==> config.mk <==
export PLATFORM = sky130hd
export DESIGN_NAME = bcd_updown_chain
export DESIGN_NICKNAME = d
export VERILOG_FILES = /design/src/rtl/bcd_updown_chain_pkg.sv /design/src/rtl/bcd_updown_chain_bcd_digit.sv /design/src/rtl/bcd_updown_chain.sv
export SDC_FILE = /design/constraint.sdc
export NUM_CORES = 1
export LEC_CHECK = 0
export CAP_MARGIN = 10
export CELL_PAD_IN_SITES_DETAIL_PLACEMENT = 1
export CELL_PAD_IN_SITES_GLOBAL_PLACEMENT = 1
export CORE_ASPECT_RATIO = 2
export CORE_MARGIN = 2
export CORE_UTILIZATION = 30
export CTS_CLUSTER_SIZE = 40
export DETAILED_ROUTE_END_ITERATION = 8
export GPL_TIMING_DRIVEN = 0
export MAX_ROUTING_LAYER = met4
export PLACE_DENSITY_LB_ADDON = 0.1
export SLEW_MARGIN = 10
export SYNTH_ARGS = -nofsm -noshare
export SYNTH_HDL_FRONTEND = slang
export SYNTH_SLANG_ARGS = --single-unit
==> constraint.sdc <==
create_clock -name clk_out -period 6.9 [get_ports clk_out]
set_clock_uncertainty 0.1 [all_clocks]
set_input_delay 1.38 -clock clk_out [delete_from_list [all_inputs] [get_ports clk_out]]
set_output_delay 1.38 -clock clk_out [all_outputs]
set_load 0.05 [all_outputs]
==> src/rtl/bcd_updown_chain_pkg.sv <==
// Shared constants and helpers for the cascaded BCD up/down counter.
package bcd_updown_chain_pkg;

   localparam int BCD_W      = 4;
   localparam int MAX_DIGITS = 8;

   // Digit i's maximum, taken from a zero-extended per-digit maximum vector.
   function automatic logic [BCD_W-1:0] digit_max(
      input logic [BCD_W*MAX_DIGITS-1:0] max_vec,
      input int                          i
   );
      return max_vec[i*BCD_W +: BCD_W];
   endfunction

endpackage

==> src/rtl/bcd_updown_chain_bcd_digit.sv <==
// One BCD digit of the chain: clear, clamped load, and wrap-around up/down stepping.
module bcd_digit
   import bcd_updown_chain_pkg::*;
(
   input  logic             clk_out,
   input  logic             reset_n,
   input  logic             step_up,
   input  logic             step_dn,
   input  logic [BCD_W-1:0] max,
   input  logic             clr,
   input  logic             ld,
   input  logic [BCD_W-1:0] ld_val,
   output logic [BCD_W-1:0] val,
   output logic             at_max,
   output logic             at_zero
);

   // Loaded codes above the digit's maximum (including 10..15) land on the maximum.
   function automatic logic [BCD_W-1:0] clamp_digit(
      input logic [BCD_W-1:0] d,
      input logic [BCD_W-1:0] lim
   );
      return (d > lim) ? lim : d;
   endfunction

   assign at_max  = (val == max);
   assign at_zero = (val == '0);

   always_ff @(posedge clk_out or negedge reset_n) begin
      if (!reset_n) begin
         val <= '0;
      end else if (clr) begin
         val <= '0;
      end else if (ld) begin
         val <= clamp_digit(ld_val, max);
      end else if (step_up) begin
         val <= at_max ? '0 : val + BCD_W'(1);
      end else if (step_dn) begin
         val <= at_zero ? max : val - BCD_W'(1);
      end
   end

endmodule

==> src/rtl/bcd_updown_chain.sv <==
// Cascaded BCD up/down counter with per-digit maxima, optional end saturation and
// registered over/borrow pulses.
module bcd_updown_chain
   import bcd_updown_chain_pkg::*;
#(
   parameter int                          NUM_DIGITS = 4,
   parameter logic [4*NUM_DIGITS-1:0]     DIGIT_MAX  = {4'd5, 4'd9, 4'd5, 4'd9},
   parameter bit                          SATURATE   = 1'b0
)(
   input  logic                        clk_out,
   input  logic                        reset_n,
   input  logic                        en,
   input  logic                        up,
   input  logic                        clr,
   input  logic                        load,
   input  logic [BCD_W*NUM_DIGITS-1:0] load_value,
   output logic [BCD_W*NUM_DIGITS-1:0] value,
   output logic                        over,
   output logic                        borrow,
   output logic                        zero,
   output logic                        at_max
);

   localparam logic [BCD_W*MAX_DIGITS-1:0] MAX_EXT = (BCD_W*MAX_DIGITS)'(DIGIT_MAX);

   logic [NUM_DIGITS-1:0] dig_max;
   logic [NUM_DIGITS-1:0] dig_zero;
   logic [NUM_DIGITS:0]   max_chain;
   logic [NUM_DIGITS:0]   zero_chain;
   logic                  all_max;
   logic                  all_zero;
   logic                  count_up;
   logic                  count_dn;
   logic                  hold_up;
   logic                  hold_dn;
   logic                  over_p1;
   logic                  borrow_p1;

   assign count_up = en &  up & ~clr & ~load;
   assign count_dn = en & ~up & ~clr & ~load;

   // Combinational carry/borrow chain: digit i steps once every lower digit is at its end.
   assign max_chain[0]  = 1'b1;
   assign zero_chain[0] = 1'b1;
   assign all_max       = max_chain[NUM_DIGITS];
   assign all_zero      = zero_chain[NUM_DIGITS];

   assign hold_up = SATURATE & all_max;
   assign hold_dn = SATURATE & all_zero;

   for (genvar i = 0; i < NUM_DIGITS; i++) begin : g_digit
      localparam logic [BCD_W-1:0] DMAX = digit_max(MAX_EXT, i);

      assign max_chain[i+1]  = max_chain[i]  & dig_max[i];
      assign zero_chain[i+1] = zero_chain[i] & dig_zero[i];

      bcd_digit u_digit (
         .clk_out (clk_out),
         .reset_n (reset_n),
         .step_up (count_up & max_chain[i]  & ~hold_up),
         .step_dn (count_dn & zero_chain[i] & ~hold_dn),
         .max     (DMAX),
         .clr     (clr),
         .ld      (load),
         .ld_val  (load_value[i*BCD_W +: BCD_W]),
         .val     (value[i*BCD_W +: BCD_W]),
         .at_max  (dig_max[i]),
         .at_zero (dig_zero[i])
      );
   end

   // Stage p1: end-of-range pulses, one cycle after the causing edge.
   always_ff @(posedge clk_out or negedge reset_n) begin
      if (!reset_n) begin
         over_p1   <= 1'b0;
         borrow_p1 <= 1'b0;
      end else begin
         over_p1   <= count_up & all_max;
         borrow_p1 <= count_dn & all_zero;
      end
   end

   assign over   = over_p1;
   assign borrow = borrow_p1;
   assign zero   = all_zero;
   assign at_max = all_max;

endmodule

==> flow_summary.yaml <==
logic_synthesis:
  netlist_area_sq_mm: 0.001827
  synthArstFlopShare_pct: 100.0
  seq_area_frac_synth_pct: 24.66
  synth_area_leader_cell: "dfrtp_1"
  synth_edf_count: 0
  yosysWarnings: 0
  ys_types: 54
  yosys.area.top_type_share_pct: 24.66
  synth-seq-cells: 18
  synth_area_per_cell_sq_um: 8.192
  postSynthCellCount: 223
  syn-num-nets: 259
  synthFlopType: "dfrtp_1"
  synth.top_cells.by_area: "dfrtp_1, ha_1, o21ai_0"
global_route:
  grt.met3_usage_pct: 1.582
  grt-ovfl-total: 0
  grt_use_total_pct: 19.52
  use_met2_pct: 36.37
  grt_pass1_vias: 1980
  grt_most_used_layer: "met2"
  grt_max_degree: 19
  met1_usage_pct: 20.85
  grt_pass1_wl_mm: 9.853
  antenna_found_initial: 0
floorplanning:
  die_area_sq_mm: 0.006767
  rows: 40
  io_pins: 42
  start_util_pct: 30.67
  fp.dieH_um: 114.4
  die_x_um: 59.18
  core-area_sq_mm: 0.005956
sta:
  final.setup.tns_ns: 0
  slew_viol_final: 0
  finalCritPeriodShare_pct: 63.11
  setup_violations: 0
  setup_slack_ns: 2.546
  clock.fmax_mhz: 229.7
  rsz0062_at_grt: "no"
  worst_pin_slew_ns: 0.9722
  hold_viol: 0
  maxSlewHeadroom_pct: 34.99
  fin_crit_ns: 4.354
cts:
  cts_tree: "done"
  cts_root_buf: "clkbuf_16"
  cts_resized: 0
  clk_latency_ns: 0.26
  htree_levels: 1
  postCtsSetupBuffers: 0
  clk_pin_slew_ns: 0.06
  cts_inserted_buffers: 3
  hold_buffers: 0
  cts.sinks: 18
  cts.path.max_buffers: 2
critical_path:
  cp.arrival_ns: 2.87
  r2r-end: "g_digit[2].u_digit.val[2]$_DFFE_PN0P_"
  crit_path_start: "g_digit[1].u_digit.val[0]$_DFFE_PN0P_"
  crit_slowest_cell: "clkdlybuf4s50_1"
  cp-start-kind: "register"
  critical_path.endpoint: "zero"
  cp_num_cells: 6
  regToRegStartpoint: "g_digit[1].u_digit.val[0]$_DFFE_PN0P_"
  cpPeakStageDelay_ns: 0.83
  critical-path-top-delay-family: "buffers and inverters"
  ff2ff_path_depth: 6
  reg2reg_setup_slack_ns: 4.14
  critPathKind: "reg2out"
  crit_chain: "inv_1, ha_1, or3b_1, or2_2, nor3_1, clkdlybuf4s50_1"
  worstPathRequired_ns: 5.42
  endpoint_kind: "output pin"
  cp_max_fo: 7
  path_buf_inv: 2
routing:
  drcViolationCount: 0
  vias: 1871
  via_per_inst: 5.687
  postRouteAntennaNets: 0
  drt_iter0_markers: 66
  routed_wirelength_mm: 5.857
  dr.pass1.iters: 4
  drt-wirelength-per-cell_um: 17.80
placed_design:
  gp_routability_congestion: 0.8112
  placed_cells: 325
  preCtsSetupSlack_ns: 2.818
  hpwl_mm: 4.693
  port_buffers: 39
layout:
  area_growth_pct: 30.55
  drive_gt1_share_pct: 7.895
  nFillCells: 729
  antenna_cells: 0
  stdcell_count: 329
  nNetsFinal: 303
hold_path:
  min_path_type: "reg2reg"
pwr:
  leakagePower_nw: 0.9355
  power.density_mw_per_mm2: 186.3
  peakVddDrop_mv: 0.07627
  power_mw: 0.4442
outcome:
  outcome: "finished clean"
job:
  maxCapViolations: 0
-- how the worst min path moves through the flow --
stage                                                startpoint                               endpoint  slack, ns  cells past startpoint
final                     g_digit[1].u_digit.val[1]$_DFFE_PN0P_  g_digit[1].u_digit.val[1]$_DFFE_PN0P_       0.54                      1
after global routing      g_digit[1].u_digit.val[1]$_DFFE_PN0P_  g_digit[1].u_digit.val[1]$_DFFE_PN0P_       0.57                      1
after CTS                 g_digit[1].u_digit.val[1]$_DFFE_PN0P_  g_digit[1].u_digit.val[1]$_DFFE_PN0P_       0.54                      1
after detailed placement  g_digit[1].u_digit.val[1]$_DFFE_PN0P_  g_digit[1].u_digit.val[1]$_DFFE_PN0P_       0.53                      1
after global placement    g_digit[1].u_digit.val[1]$_DFFE_PN0P_  g_digit[1].u_digit.val[1]$_DFFE_PN0P_       0.52                      1
after floorplan           g_digit[1].u_digit.val[3]$_DFFE_PN0P_  g_digit[1].u_digit.val[3]$_DFFE_PN0P_       0.76                      2
-- worst register-to-register path: cells and delay by family (launching register included) --
kind	cells	cell delay, ns
buf+inv	1	0.14
mux	1	0.40
flops	1	0.46
fa+ha+maj	1	0.25
compound gates	1	0.50
simple gates	2	0.80
-- kinds of logic (layout without fill, tap and decap cells) --
group                    after synthesis  count (layout)  share of synthesized area (%)
multiplexers                           8               8                          4.657
AO/OA/AOI/OAI                         73              73                          26.64
AND/OR/NAND/NOR                       80              80                          25.34
buffers and inverters                 29              72                          8.630
adder cells (fa/ha/maj)               14              14                          9.589
flip-flops                            18              18                          24.66
XOR/XNOR                               1               1                         0.4795
-- cell usage after synthesis (all sizes together) (7+ instances only) --
cell type,n
a21oi,13
nor3,11
dfrtp,18
nand2,14
ha,14
nand3,9
clkbuf,7
nor2,13
o21ai,17
inv,17
-- cell usage in the layout, fill, tap and decap left out, types with 9 or more instances in the layout --
cell,count
o21ai_0,17
ha_1,14
nor2_1,13
inv_1,17
nor3_1,11
dfrtp_1,18
nand2_1,14
clkdlybuf4s50_1,39
a21oi_1,13
nand3_1,9
-- through the flow --
| stage | instance area, sq um | utilization (%) | hold WS [ns] |
|---|---|---|---|
| floorplan | 1827 | - | 0.7641 |
| global placement | 2296 | 38.55 | 0.5152 |
| detailed placement | 2296 | 38.55 | 0.5259 |
| CTS | 2385 | 40.04 | 0.5445 |
| global route | 2385 | 40.04 | 0.5679 |
| finish | 2385 | 40.04 | 0.5360 |
-- layer usage --
| metal | part of all wire (%) | up-vias |
|---|---|---|
| met3 | 1.5 | 8 |
| met5 | 0 | - |
| li1 | - | 912 |
| met1 | 39 | 930 |
| met4 | 1.7 | 0 |
| met2 | 58 | 21 |
-- area by class of cell --
class,instances,area (sq um),area share (%)
multi-input cells,176,1219,51.10
flip-flops and latches,18,450.4,18.89
clock buffers,4,88.84,3.725
inverters,17,63.81,2.676
plain buffers,12,93.84,3.935
repair buffers,39,390.4,16.37
well taps,63,78.83,3.305
-- state kept, by name (all words and copies together) (netlist names) --
signal	count
borrow	1
over	1
g_digit.u_digit.val	16
-- power breakdown --
group | switching, mW | internal (mW) | leakage, nW | total, mW
Clock | 0.0480 | 0.0886 | 0.0442 | 0.137
Combinational | 0.103 | 0.0748 | 0.656 | 0.177
Sequential | 0.0159 | 0.114 | 0.235 | 0.130
Total | 0.167 | 0.278 | 0.935 | 0.444
(Power assumes the default switching activity.)
